$ cat src/rtl/muldiv_ctrl_if.sv
// muldiv_ctrl_if: EX-stage <-> multiply/divide sequencer bundle.
//   master (EX side / HI-LO regs): start, op, rs_val, rt_val, mthi, mtlo, wdata,
//                                  mf_req, flush, hi_q, lo_q
//   slave  (muldiv_ctrl):          hi_d, lo_d, busy, done, stall
interface muldiv_ctrl_if #(
  parameter int unsigned DATA_WIDTH = 32
);
  logic                  start;
  logic [1:0]            op;
  logic [DATA_WIDTH-1:0] rs_val;
  logic [DATA_WIDTH-1:0] rt_val;
  logic                  mthi;
  logic                  mtlo;
  logic [DATA_WIDTH-1:0] wdata;
  logic                  mf_req;
  logic                  flush;
  logic [DATA_WIDTH-1:0] hi_q;
  logic [DATA_WIDTH-1:0] lo_q;
  logic [DATA_WIDTH-1:0] hi_d;
  logic [DATA_WIDTH-1:0] lo_d;
  logic                  busy;
  logic                  done;
  logic                  stall;

  modport master (
    output start, op, rs_val, rt_val, mthi, mtlo, wdata, mf_req, flush, hi_q, lo_q,
    input  hi_d, lo_d, busy, done, stall
  );

  modport slave (
    input  start, op, rs_val, rt_val, mthi, mtlo, wdata, mf_req, flush, hi_q, lo_q,
    output hi_d, lo_d, busy, done, stall
  );
endinterface

$ cat src/rtl/muldiv_ctrl.sv
// muldiv_ctrl: iterative MULT/MULTU/DIV/DIVU sequencer owning the HI/LO D inputs.
//   CLK  - clock, rising edge
//   RST  - asynchronous active-low reset
//   bus  - muldiv_ctrl_if.slave: issue/MTHI/MTLO/MF inputs, HI/LO current values,
//          HI/LO next values, busy, done pulse, combinational EX stall.
// Runs on operand magnitudes for W radix-2 steps, then applies the sign fix in FIN.
module muldiv_ctrl #(
  parameter int unsigned DATA_WIDTH = 32
) (
  input  logic          CLK,
  input  logic          RST,
  muldiv_ctrl_if.slave  bus
);

  localparam int unsigned W  = DATA_WIDTH;
  localparam int unsigned CW = $clog2(W);

  typedef enum logic [1:0] {
    S_IDLE = 2'd0,
    S_CALC = 2'd1,
    S_FIN  = 2'd2
  } state_e;

  state_e          state_q, state_d;
  logic [CW-1:0]   count_q, count_d;
  logic [2*W-1:0]  acc_q, acc_d;
  logic [W-1:0]    a_q, a_d;         // |rs|: multiplicand, or dividend for div-by-zero HI
  logic [W-1:0]    b_q, b_d;         // |rt|: divisor
  logic            is_div_q, is_div_d;
  logic            rs_neg_q, rs_neg_d;
  logic            rt_neg_q, rt_neg_d;

  logic            issue_signed;
  logic            rs_neg_c, rt_neg_c;
  logic [W-1:0]    rs_mag, rt_mag;
  logic [W:0]      mul_sum;
  logic [2*W-1:0]  mul_next;
  logic [W:0]      div_trial;
  logic [2*W-1:0]  div_next;
  logic            sign_diff;
  logic [2*W-1:0]  prod_fix;
  logic [W-1:0]    quot_fix, rem_fix, rs_orig;
  logic [W-1:0]    hi_nxt, lo_nxt;
  logic            done_nxt;
  logic            busy;

  // Issue-time operand magnitudes; unsigned ops never count as negative.
  always_comb begin
    issue_signed = ~bus.op[0];
    rs_neg_c     = issue_signed & bus.rs_val[W-1];
    rt_neg_c     = issue_signed & bus.rt_val[W-1];
    rs_mag       = rs_neg_c ? -bus.rs_val : bus.rs_val;
    rt_mag       = rt_neg_c ? -bus.rt_val : bus.rt_val;
  end

  // One radix-2 step: shift-add multiply (multiplier in acc low half) and
  // restoring divide (remainder in high half, quotient shifts into low half).
  always_comb begin
    mul_sum   = {1'b0, acc_q[2*W-1:W]} + ({(W+1){acc_q[0]}} & {1'b0, a_q});
    mul_next  = {mul_sum, acc_q[W-1:1]};
    div_trial = acc_q[2*W-1:W-1] - {1'b0, b_q};
    div_next  = div_trial[W] ? {acc_q[2*W-2:0], 1'b0}
                             : {div_trial[W-1:0], acc_q[W-2:0], 1'b1};
  end

  // Sign correction applied to the magnitude result in FIN.
  always_comb begin
    sign_diff = rs_neg_q ^ rt_neg_q;
    prod_fix  = sign_diff ? -acc_q : acc_q;
    quot_fix  = sign_diff ? -acc_q[W-1:0] : acc_q[W-1:0];
    rem_fix   = rs_neg_q ? -acc_q[2*W-1:W] : acc_q[2*W-1:W];
    rs_orig   = rs_neg_q ? -a_q : a_q;
  end

  // Next-state, datapath and HI/LO drive.
  always_comb begin
    state_d  = state_q;
    count_d  = count_q;
    acc_d    = acc_q;
    a_d      = a_q;
    b_d      = b_q;
    is_div_d = is_div_q;
    rs_neg_d = rs_neg_q;
    rt_neg_d = rt_neg_q;
    hi_nxt   = bus.hi_q;
    lo_nxt   = bus.lo_q;
    done_nxt = 1'b0;

    unique case (state_q)
      S_IDLE: begin
        if (bus.mthi) hi_nxt = bus.wdata;
        if (bus.mtlo) lo_nxt = bus.wdata;
        // A start issued alongside a flush belongs to a cancelled instruction.
        if (bus.start && !bus.flush) begin
          is_div_d = bus.op[1];
          rs_neg_d = rs_neg_c;
          rt_neg_d = rt_neg_c;
          a_d      = rs_mag;
          b_d      = rt_mag;
          acc_d    = {{W{1'b0}}, (bus.op[1] ? rs_mag : rt_mag)};
          count_d  = '0;
          state_d  = S_CALC;
        end
      end
      S_CALC: begin
        acc_d   = is_div_q ? div_next : mul_next;
        count_d = count_q + CW'(1);
        if (count_q == CW'(W-1)) state_d = S_FIN;
        if (bus.flush)           state_d = S_IDLE;
      end
      S_FIN: begin
        state_d = S_IDLE;
        if (!bus.flush) begin
          done_nxt = 1'b1;
          if (!is_div_q) begin
            hi_nxt = prod_fix[2*W-1:W];
            lo_nxt = prod_fix[W-1:0];
          end else if (b_q == '0) begin
            hi_nxt = rs_orig;
            lo_nxt = {W{1'b1}};
          end else begin
            hi_nxt = rem_fix;
            lo_nxt = quot_fix;
          end
        end
      end
      default: state_d = S_IDLE;
    endcase
  end

  always_ff @(posedge CLK or negedge RST) begin
    if (!RST) begin
      state_q  <= S_IDLE;
      count_q  <= '0;
      acc_q    <= '0;
      a_q      <= '0;
      b_q      <= '0;
      is_div_q <= 1'b0;
      rs_neg_q <= 1'b0;
      rt_neg_q <= 1'b0;
    end else begin
      state_q  <= state_d;
      count_q  <= count_d;
      acc_q    <= acc_d;
      a_q      <= a_d;
      b_q      <= b_d;
      is_div_q <= is_div_d;
      rs_neg_q <= rs_neg_d;
      rt_neg_q <= rt_neg_d;
    end
  end

  assign busy      = (state_q != S_IDLE);
  assign bus.busy  = busy;
  assign bus.done  = done_nxt;
  assign bus.hi_d  = hi_nxt;
  assign bus.lo_d  = lo_nxt;
  assign bus.stall = (bus.start | bus.mthi | bus.mtlo | bus.mf_req) & busy;

endmodule

$ cat src/flat_wrapper.sv
// flat-port wrapper written by rule: the top's interface ports become plain ports
module muldiv_ctrl_flat 
#(
  parameter int unsigned DATA_WIDTH = 32
)
  (CLK, RST, bus_start, bus_op, bus_rs_val, bus_rt_val, bus_mthi, bus_mtlo, bus_wdata, bus_mf_req, bus_flush, bus_hi_q, bus_lo_q, bus_hi_d, bus_lo_d, bus_busy, bus_done, bus_stall);
  muldiv_ctrl_if #(.DATA_WIDTH(DATA_WIDTH)) bus_i ();
  input  logic CLK;
  input  logic RST;
  input wire logic [$bits(bus_i.start)-1:0] bus_start;
  input wire logic [$bits(bus_i.op)-1:0] bus_op;
  input wire logic [$bits(bus_i.rs_val)-1:0] bus_rs_val;
  input wire logic [$bits(bus_i.rt_val)-1:0] bus_rt_val;
  input wire logic [$bits(bus_i.mthi)-1:0] bus_mthi;
  input wire logic [$bits(bus_i.mtlo)-1:0] bus_mtlo;
  input wire logic [$bits(bus_i.wdata)-1:0] bus_wdata;
  input wire logic [$bits(bus_i.mf_req)-1:0] bus_mf_req;
  input wire logic [$bits(bus_i.flush)-1:0] bus_flush;
  input wire logic [$bits(bus_i.hi_q)-1:0] bus_hi_q;
  input wire logic [$bits(bus_i.lo_q)-1:0] bus_lo_q;
  output wire logic [$bits(bus_i.hi_d)-1:0] bus_hi_d;
  output wire logic [$bits(bus_i.lo_d)-1:0] bus_lo_d;
  output wire logic [$bits(bus_i.busy)-1:0] bus_busy;
  output wire logic [$bits(bus_i.done)-1:0] bus_done;
  output wire logic [$bits(bus_i.stall)-1:0] bus_stall;
  assign bus_i.start = bus_start;
  assign bus_i.op = bus_op;
  assign bus_i.rs_val = bus_rs_val;
  assign bus_i.rt_val = bus_rt_val;
  assign bus_i.mthi = bus_mthi;
  assign bus_i.mtlo = bus_mtlo;
  assign bus_i.wdata = bus_wdata;
  assign bus_i.mf_req = bus_mf_req;
  assign bus_i.flush = bus_flush;
  assign bus_i.hi_q = bus_hi_q;
  assign bus_i.lo_q = bus_lo_q;
  assign bus_hi_d = bus_i.hi_d;
  assign bus_lo_d = bus_i.lo_d;
  assign bus_busy = bus_i.busy;
  assign bus_done = bus_i.done;
  assign bus_stall = bus_i.stall;
  muldiv_ctrl #(.DATA_WIDTH(DATA_WIDTH)) u_core (.CLK(CLK), .RST(RST), .bus(bus_i));
endmodule
$ cat config.mk
export PLATFORM = sky130hd
export DESIGN_NAME = muldiv_ctrl_flat
export DESIGN_NICKNAME = d
export VERILOG_FILES = /design/src/rtl/muldiv_ctrl_if.sv /design/src/rtl/muldiv_ctrl.sv /design/src/flat_wrapper.sv
export SDC_FILE = /design/constraint.sdc
export NUM_CORES = 1
export LEC_CHECK = 0
export CAP_MARGIN = 20
export CORE_UTILIZATION = 50
export DETAILED_ROUTE_END_ITERATION = 7
export PLACE_DENSITY = 0.77
export RECOVER_POWER = 25
export SYNTH_ARGS = -nofsm -noshare
export SYNTH_HDL_FRONTEND = slang
export SYNTH_SLANG_ARGS = --single-unit
$ cat constraint.sdc
create_clock -name CLK -period 10.1 [get_ports CLK]
set_input_delay 2.02 -clock CLK [delete_from_list [all_inputs] [get_ports CLK]]
set_output_delay 2.02 -clock CLK [all_outputs]
set_load 0.05 [all_outputs]
* After elaboration in Yosys (flattened, before gate mapping)
Cells that the tools add are included.
Word-level totals: register bits 138, latch bits 0, RAM bits 0, memory bits (read-only) 0, bits of input ports 169, output and inout port bits 67, word-level logic and storage cells 69, memories kept 0
Operators by class: $add $sub $neg 9, multiply operators 0, divide/modulo/power cells 0, order comparisons 0, eq/ne operators 5, shifts and indexed selects 0, mux-type cells 29, bitwise gates (word level) 9, reduce and logical (&&, ||, !) cells 9
Operators with widths (count):
- two-way mux 32 bit | 14
- two-way mux 64 bit | 4
- negator 32 bit | 5
- case mux 32 bit (2 select lines) | 2
- case mux 64 bit (2 select lines) | 1
- negator 64 bit | 1
- adder 32 x 33 -> 33 bit | 1
- AND 33 x 32 -> 33 bit | 1
- subtractor 33 x 32 -> 33 bit | 1
- logical NOT 32 bit | 1
- case mux 5 bit (2 select lines) | 1
- two-way mux 2 bit | 3
- AND reduction 2 bit | 3
- adder 5 x 1 -> 5 bit, second input constant | 1
- == test 5 bit, second input constant | 1
- two-way mux 5 bit | 1
- case mux 2 bit (2 select lines) | 1
- nonzero test 2 bit | 2
- AND 1 bit | 3
- != test 3 x 2 -> 1 bit, second input constant | 1
- bitwise OR 1 bit | 3
- == test 2 x 1 -> 1 bit, second input constant | 1
- == test 2 bit, second input constant | 1
- logical NOT 2 bit | 1
- other kinds (6) | 7

* Longest topological paths before layout
Gate-level depths: netlist of run 1.
depth after elaboration 6, gate-level depth with buffers 15, mapped depth without buffers 14

* Worst setup path after synthesis of run 1
No wires, ideal clock.
kind input-to-output, start in bus_flush, end out bus_hi_d[27], arrival 4.382 ns, data required time 8.080 ns, path slack 3.698 ns, stages 5, path buffers 2, cells stage by stage inv_1 -> clkbuf_1 -> clkbuf_1 -> nor2_1 -> o41ai_1
Between the ends: longest elaborated chain between the ends 2
RTL lines:
- start, declared | line flat_wrapper.sv:18 | input wire logic [$bits(bus_i.flush)-1:0] bus_flush;
- two-way mux 32 bit | line muldiv_ctrl.sv:113 | if (!bus.flush) begin
- case mux 32 bit (2 select lines) | line muldiv_ctrl.sv:89 | unique case (state_q)
- end, declared | line flat_wrapper.sv:21 | output wire logic [$bits(bus_i.hi_d)-1:0] bus_hi_d;
Every way passes these cells.

* Final worst setup path of run 1
start reg u_core.acc_q[0], end out bus_hi_d[23]
Between the ends: longest elaborated chain between the ends 5
RTL lines:
- start, declared | line muldiv_ctrl.sv:26 | logic [2*W-1:0] acc_q, acc_d;
- start signal, assigned | line muldiv_ctrl.sv:135 | acc_q <= '0;
- start signal, assigned | line muldiv_ctrl.sv:144 | acc_q <= acc_d;
- negator 64 bit | line muldiv_ctrl.sv:69 | prod_fix = sign_diff ? -acc_q : acc_q;
- two-way mux 64 bit | line muldiv_ctrl.sv:69
- two-way mux 32 bit | line muldiv_ctrl.sv:115 | if (!is_div_q) begin
- two-way mux 32 bit | line muldiv_ctrl.sv:113
- case mux 32 bit (2 select lines) | line muldiv_ctrl.sv:89
Every way passes these cells.

==> results.txt, run 1 <==
The highest net fanout along the worst path is 36. The end point of the critical path is bus_hi_d[23]. The largest total area in the synthesized netlist belongs to dfrtp_1.

The number of buffer and inverter instances along the worst setup path came out at 1. The number of rows in the core area came out at 65. The per-cell routed wire length is 24.72 microns. The prevailing post-synth register cell is dfrtp_1. The initial utilization of the core area, before any placement, comes to 50.98%.

The launch point of the critical path is u_core.acc_q[0]. The worst-case reg-to-reg path depth is 13. Summed over all nets, the half-perimeter wirelength after detailed placement is 53.21 mm. The checks that failed: capacitance limit, slew limit.

The number of max-slew violations in the final report came out at 68. The final number of hold-violating endpoints is 0. The fraction of final layout cells with drive strength greater than 1 came out at 4.459%. The width of the chip is 181.6 microns. Synthesis produced 2211 cells. The fmax is 131.1 MHz. The post-route fraction of the period consumed by the critical path is 75.50%. The number of buffers on the longest clock path came out at 2.

The clock-pin slew on the worst setup and hold paths is 60 ps. The setup fix buffers added after clock tree synthesis came out at 0. Across the run, the number of max-cap violations was 1. The path class of the lowest-slack min-delay path is reg -> reg. The global-route wire length before repair is 101.7 mm. Before antenna repair, the detailed router went through 8 iterations.

The completed layout was analyzed and its total power is 4.611 mW. The overall track demand over capacity in global routing came out at 40.52%. The standard cell area after detailed placement came out at 0.01866 sq mm. The maximum number of pins on one net before global-route repair is 101. At the worst endpoint, the required time is 8080 ps. The final standard cell count with taps included and fillers excluded came out at 2758. The transition at the pin with the smallest max-transition slack is 3739 ps. Detailed routing inserted a total of 18400 vias. The number of remaining DRC errors came out at 0.

The proportion of register bits with asynchronous set or reset after synthesis came out at 100.0%. The post-placement setup slack came out at 2842 ps. The routing usage on met1 came out at 56.31%. The floorplan step defined a die boundary enclosing 0.03298 sq mm. The post-synth design cell area came out at 0.01613 sq mm. The DRC violation total after the first TritonRoute iteration came out at 2479. The worst setup path category is reg -> out. The aggregate routed wire length came out at 68.17 mm. For this run, global-route usage on met3 was measured as 8.343%. The post-synthesis compound-gate area fraction came out at 28.98%. STA classifies the critical path endpoint as a primary output. Hold is met by 481.0 ps.

Of the total synthesized cell area, the portion taken by XOR and XNOR cells is 12.06%. The critical path runs through a total of 10 cells. The total CTS buffers came out at 17. On the worst path, the slowest cell contributes a delay of 870 ps. The startpoint of the most critical register-to-register path is u_core.acc_q[31].

The number of gates given a new drive strength after cts is 0. The CTS tree is built. The clock period minus final worst setup slack is 7625 ps. The most common cell in the netlist is nand2_1. The core region is 0.03164 sq mm.

The signal on the critical path passes through or4_1 -> nor4_4 -> and3_1 -> nand4_1 -> or2_2 -> o31ai_1 -> xnor2_1 -> o21ai_0 -> o21ai_1 -> clkdlybuf4s50_1. The flow ran to the end, but the final reports show violations. The hold-fix buffer count after cts came out at 0. The layer flagged by global routing as most heavily used is met2.

The antenna violation net count after detailed routing is 0. The number of antenna violations at the first check in global routing is 1. The synthesized design contains 138 register bits. The quantity of I/O buffers inserted on ports came out at 235. The worst endpoint data arrival time came out at 5610 ps. The area share of the largest cell type after synthesis came out at 21.41%. The headroom to the max-slew limit came out at -149.3%. The congestion estimate from routability-driven global placement came to 0.9988. The aggregate negative setup slack is 0 ps. Yosys printed 0 warnings. The total of endpoints with negative setup slack in the final report is 0. The worst setup path is launched from a register. The area of all placed cells without fillers came out at 0.01919 sq mm.

The mean instance size in the synthesized netlist came out at 7.294 sq um. In the synthesized netlist, mux cells make up 4.407% of the area. The largest individual stage delay along the critical path comes from the cell clkdlybuf4s50_1. After synthesis, the cell types taking the most area are dfrtp_1 (21%), o21ai_0 (7.7%), xnor2_1 (6.6%).

Yosys mapped a number of flops with a built-in enable equal to 0. VDD sags by at most 0.0001502 V. Counting instances in the post-synthesis netlist gives the leading cell types as nand2_1 (267), o21ai_0 (249), a21oi_1 (205).

The netlist uses 83 different library cells. The post-synthesis share of cell area spent on and, or, nand and nor gates came out at 22.29%. The reg-to-reg setup timing slack is 5420 ps. The clock latency reported for the late side of the worst-skew pair is 450 ps.

The cell total after placement came out at 2725. The end-of-flow core utilization came out at 60.65%. The via count normalized by instance count came out at 6.672. The remaining global-route overflow is 0. The maximum level of the CTS H-tree is 4. The net count after synthesis is 2453. The endpoint identified for the worst register-to-register timing path is u_core.acc_q[43]. Compared with the post-synthesis result, the final layout area differs by 18.98%. The cell family contributing the most delay on the critical path is simple AND/OR/NAND/NOR gates. The final setup slack of the worst path is 2475 ps. The number of global-route vias before repair came out at 16690. Setup repair after global routing left no endpoint under its margin. The clock sink count came out at 138. By area, the combinational part of the netlist is dominated by compound AO/OA/AOI/OAI gates. The chip height came out at 181.6 microns. In this run the clock root is driven by a clkbuf_16.

The hold path startpoint is u_core.count_q[3]. The sequential-to-total area share from yosys stat came out at 21.41%. 236 I/O pins were placed. The global-route met2 utilization came out at 61.38%. The ratio of total power to cell area came out at 240.3 mW/mm^2. The net count of the finished layout is 2584. The worst clock skew is 15.48 ps. The adder and majority cell fraction of the synthesized area came out at 5.756%. The analysis attributes to cell leakage a power of 7.869 nW.
## how the worst min path moves through the flow
stage | endpoint | slack [ps] | depth (start not counted)
2_1_floorplan | u_core.count_q[3] | 450 | 1
3_3_place_gp | u_core.count_q[3] | 490 | 1
3_5_place_dp | u_core.count_q[3] | 470 | 1
4_1_cts | u_core.count_q[3] | 490 | 1
5_1_grt | u_core.count_q[3] | 510 | 1
6_report | u_core.count_q[3] | 480 | 1
## logic make-up (layout without fill, tap and decap cells)
logic type	after synthesis	count (layout)
AO/OA/AOI/OAI	763	763
AND/OR/NAND/NOR	730	730
XOR/XNOR	222	222
buffers and inverters	216	360
flip-flops	138	138
adder cells (fa/ha/maj)	73	73
multiplexers	69	69
other	0	1
## cell usage in the layout (no fill, tap or decap), types with 23 or more instances in the layout
cell type,n
o21ai_0,249
xor2_1,99
dfrtp_1,136
nor3_1,39
nor2_1,142
nand2b_1,23
nand2_1,267
nand3_1,30
and3_1,24
nor4_1,29
clkdlybuf4s50_1,234
a21o_1,37
and2_1,50
mux2i_1,62
ha_1,71
a21oi_1,205
a211oi_1,30
a31oi_1,27
o31ai_1,25
a22oi_1,28
inv_1,68
xnor2_1,120
## worst reg2reg max path: stages, from the launching register on
cell and delay, ps:
dfrtp_1 600, inv_1 240, ha_1 300, fa_1 430, nor2b_1 170, o31a_1 220, o22a_1 290, a21oi_1 240
o21ba_2 290, xnor2_2 630, buf_4 510, mux2i_1 300, mux2i_1 120, a22o_1 210
## state kept, by name, indices dropped and copies added, names as in the netlist
name / cells
u_core.is_div_q: 1
u_core.a_q: 32
u_core.acc_q: 64
u_core.rt_neg_q: 1
u_core.count_q: 5
u_core.state_q: 2
u_core.b_q: 32
u_core.rs_neg_q: 1
## metal layers
metal  up-vias  part of all wire [%]
met5         -                     0
met4         0                   4.2
met3       157                    10
met2      1100                    44
met1      8838                    42
li1       8307                     -
## where the power goes
group,internal (mW),total [mW],switching (mW)
sequential,0.712,1.16,0.445
clock,0.321,0.588,0.266
combinational,1.16,2.87,1.71
total,2.19,4.61,2.42
## final cells by class
type | instances | area, sq um
inverters | 71 | 266.5
well taps | 402 | 503.0
repair buffers | 257 | 2511
flip-flops and latches | 138 | 3456
clock inverters | 13 | 93.84
clock buffers | 19 | 442.9
fillers | 2890 | 12450
multi-input cells | 1857 | 11910
diodes | 1 | 2.502
Note: power is estimated with default switching activity, not from simulation.
==> inputs of run 2 (changes only) <==
- PLACE_DENSITY: 0.77 -> 0.8
- clock period: 10.1 -> 6.7 ns (I/O delays scaled with it)
==> results.txt, run 2 (same netlist as run 1, synthesis figures left out) <==
The global-route wire length before repair is 101.2 mm. The data required time of the critical path came out at 5360 ps. The placer congestion estimate came out at 1.018. The highest net fanout along the worst path is 7. The highest ir drop seen on vdd came out at 0.0002561 V. The antenna violation net count after detailed routing came out at 0. The largest registers in the layout are u_core.acc_q x64, u_core.a_q x32, u_core.b_q x32. u_core.acc_q holds more flip-flops than any other register. The number of remaining DRC errors came out at 0. The transition at the pin with the smallest max-transition slack is 4357 ps.

The chip height is 181.6 microns. In the layout the commonest cells are nand2_1 (267), o21ai_0 (249), clkdlybuf4s50_1 (217), a21oi_1 (205), nor2_1 (142). The most common library cell in the layout ignoring fill and taps is nand2_1. The root buffer cell chosen for the clock tree is clkbuf_16.

The number of antenna violations at the first check in global routing is 3. The headroom to the max-slew limit is -190.5%. The maximum level of the CTS H-tree is 4. STA classifies the critical path startpoint as a register. The worst endpoint data arrival time came out at 4810 ps.

The checks that failed: capacitance limit, slew limit. In the global route stage, overall resource usage came out at 39.78%. The number of gates given a new drive strength after cts came out at 0. The clock period minus final worst setup slack came out at 6150 ps.

Buffers placed on the I/O ports in this run total 235. The flow ran to the end, but the final reports show violations. TritonCTS built the clock tree. The maximum number of pins on one net before global-route repair came out at 92. The aggregate routed wire length came out at 66.43 mm. The fraction of final layout cells with drive strength greater than 1 came out at 5.624%. The setup fix buffers added after clock tree synthesis came out at 0. The clock-pin slew on the worst setup and hold paths came out at 70 ps.

The area added between synthesis and finish is 19.97%. The hold-fix buffer count after cts came out at 0. The worst clock skew came out at 13.48 ps.

The number of clock buffers added by TritonCTS is 17. The length of the first detailed-routing pass in iterations came out at 7. The worst setup path is of the reg -> out kind. The longest clock path from root to sink contains 2 buffers. The total via count in the routed design is 18380. The max-capacitance violation count is 1. Dividing total power by cell area gives a power density of 367.4 mW/mm^2. The region available for standard cell placement spans 0.03164 sq mm. After detailed routing, the average wire length per cell comes to 24.00 microns. The width of the chip came out at 181.6 microns. The final hold slack came out at 515.4 ps. The number of global-route vias before repair is 16970.

The sort of element at the end of the critical path is a primary output. In this run the count of I/O pins placed on the die edge is 236. The fmax came out at 162.6 MHz. After routing, the total negative slack on setup checks comes to 0 ps.

The post-route fraction of the period consumed by the critical path is 91.80%. The tightest min-delay check is of the reg -> reg type. Summed over all cells, the static leakage comes to 8.003 nW. The total half-perimeter wirelength after legalization and detailed placement came out at 51.67 mm.

The clock sink count is 138. The register with the most flip-flops in the layout has 64 of them. The number of max-slew violations in the final report came to 92. Global routing finished with a remaining overflow of 0. The initial core utilization came out at 50.98%.

The clock latency reported for the late side of the worst-skew pair came out at 440 ps. The net count of the finished layout came out at 2596. In the routed layout, each cell is associated on average with a via count of 6.639. The DRC violation total after the first TritonRoute iteration is 2562. The final number of hold-violating endpoints was 0. The die area came out at 0.03298 sq mm. The number of rows in the core area is 65. Setup repair after global routing left no endpoint under its margin. The total of endpoints with negative setup slack in the final report came out at 0.
[run 2: changes by cell type in the layout (fill, tap and decap cells not counted), sizes merged]
| cell | change |
|---|---|
| clkdlybuf4s25 | +1 |
| clkinv | -2 |
| bufinv | +4 |
| inv | +1 |
| clkdlybuf4s50 | -17 |
| buf | +29 |
| clkinvlp | -3 |
| clkbuf | -3 |
[run 2: routing by layer]
layer | global-route usage [%] | routed length, microns
met5 | 0 | 13
met4 | 14.85 | 2517
met3 | 9.607 | 7288
met2 | 61.25 | 29290
met1 | 53.77 | 27310
[run 2: worst max-delay path, cell delays in order, from the launching register on]
cell	delay, ps
dfrtp_1	420
inv_1	130
ha_1	180
or3b_2	510
nor4_2	470
nand3_1	260
nor2_1	490
nand3_1	190
o21ai_0	250
xnor2_1	150
a21oi_1	120
o21ai_0	310
clkdlybuf4s50_1	900
[run 2: final timing paths]
check                                   from                 to  slack (ps)  cells after the start
min in group asynchronous                RST   u_core.acc_q[44]        2650                      1
setup / recovery             u_core.acc_q[0]       bus_hi_d[24]         550                     12
max in group asynchronous                RST    u_core.is_div_q        1220                      1
hold / removal             u_core.count_q[3]  u_core.count_q[3]         520                      1
setup reg to reg            u_core.acc_q[31]   u_core.acc_q[52]        2540                     13
hold reg to reg            u_core.count_q[3]  u_core.count_q[3]         520                      1
[run 2: final cells by class]
class	count	area (sq um)
Inverter	71	266.5
Clock inverter	13	192.7
Clock buffer	17	425.4
Timing Repair Buffer	269	2590
Tap cell	402	503.0
Sequential cell	138	3456
Fill cell	2826	12290
Multi-Input combinational cell	1857	11910
Antenna cell	1	2.502
[run 2: report_power, final]
part | leakage [nW] | switching, mW | total, mW | internal [mW]
Clock | 0.302 | 0.407 | 1.03 | 0.625
Combinational | 5.99 | 2.65 | 4.43 | 1.78
Sequential | 1.71 | 0.572 | 1.65 | 1.08
Total | 8.00 | 3.63 | 7.11 | 3.48
[run 2: per-stage QoR]
step	total power, mW	setup WS, ps	utilization [%]	area (sq um)	instances
CTS	6.965	695.6	61.15	19350	2767
detailed placement	5.905	1051	59.20	18730	2737
global placement	5.833	1120	59.20	18730	2737
floorplan	4.564	1402	-	16130	2211
global route	7.531	223.4	61.15	19350	2767
finish	7.108	549.5	61.16	19350	2768
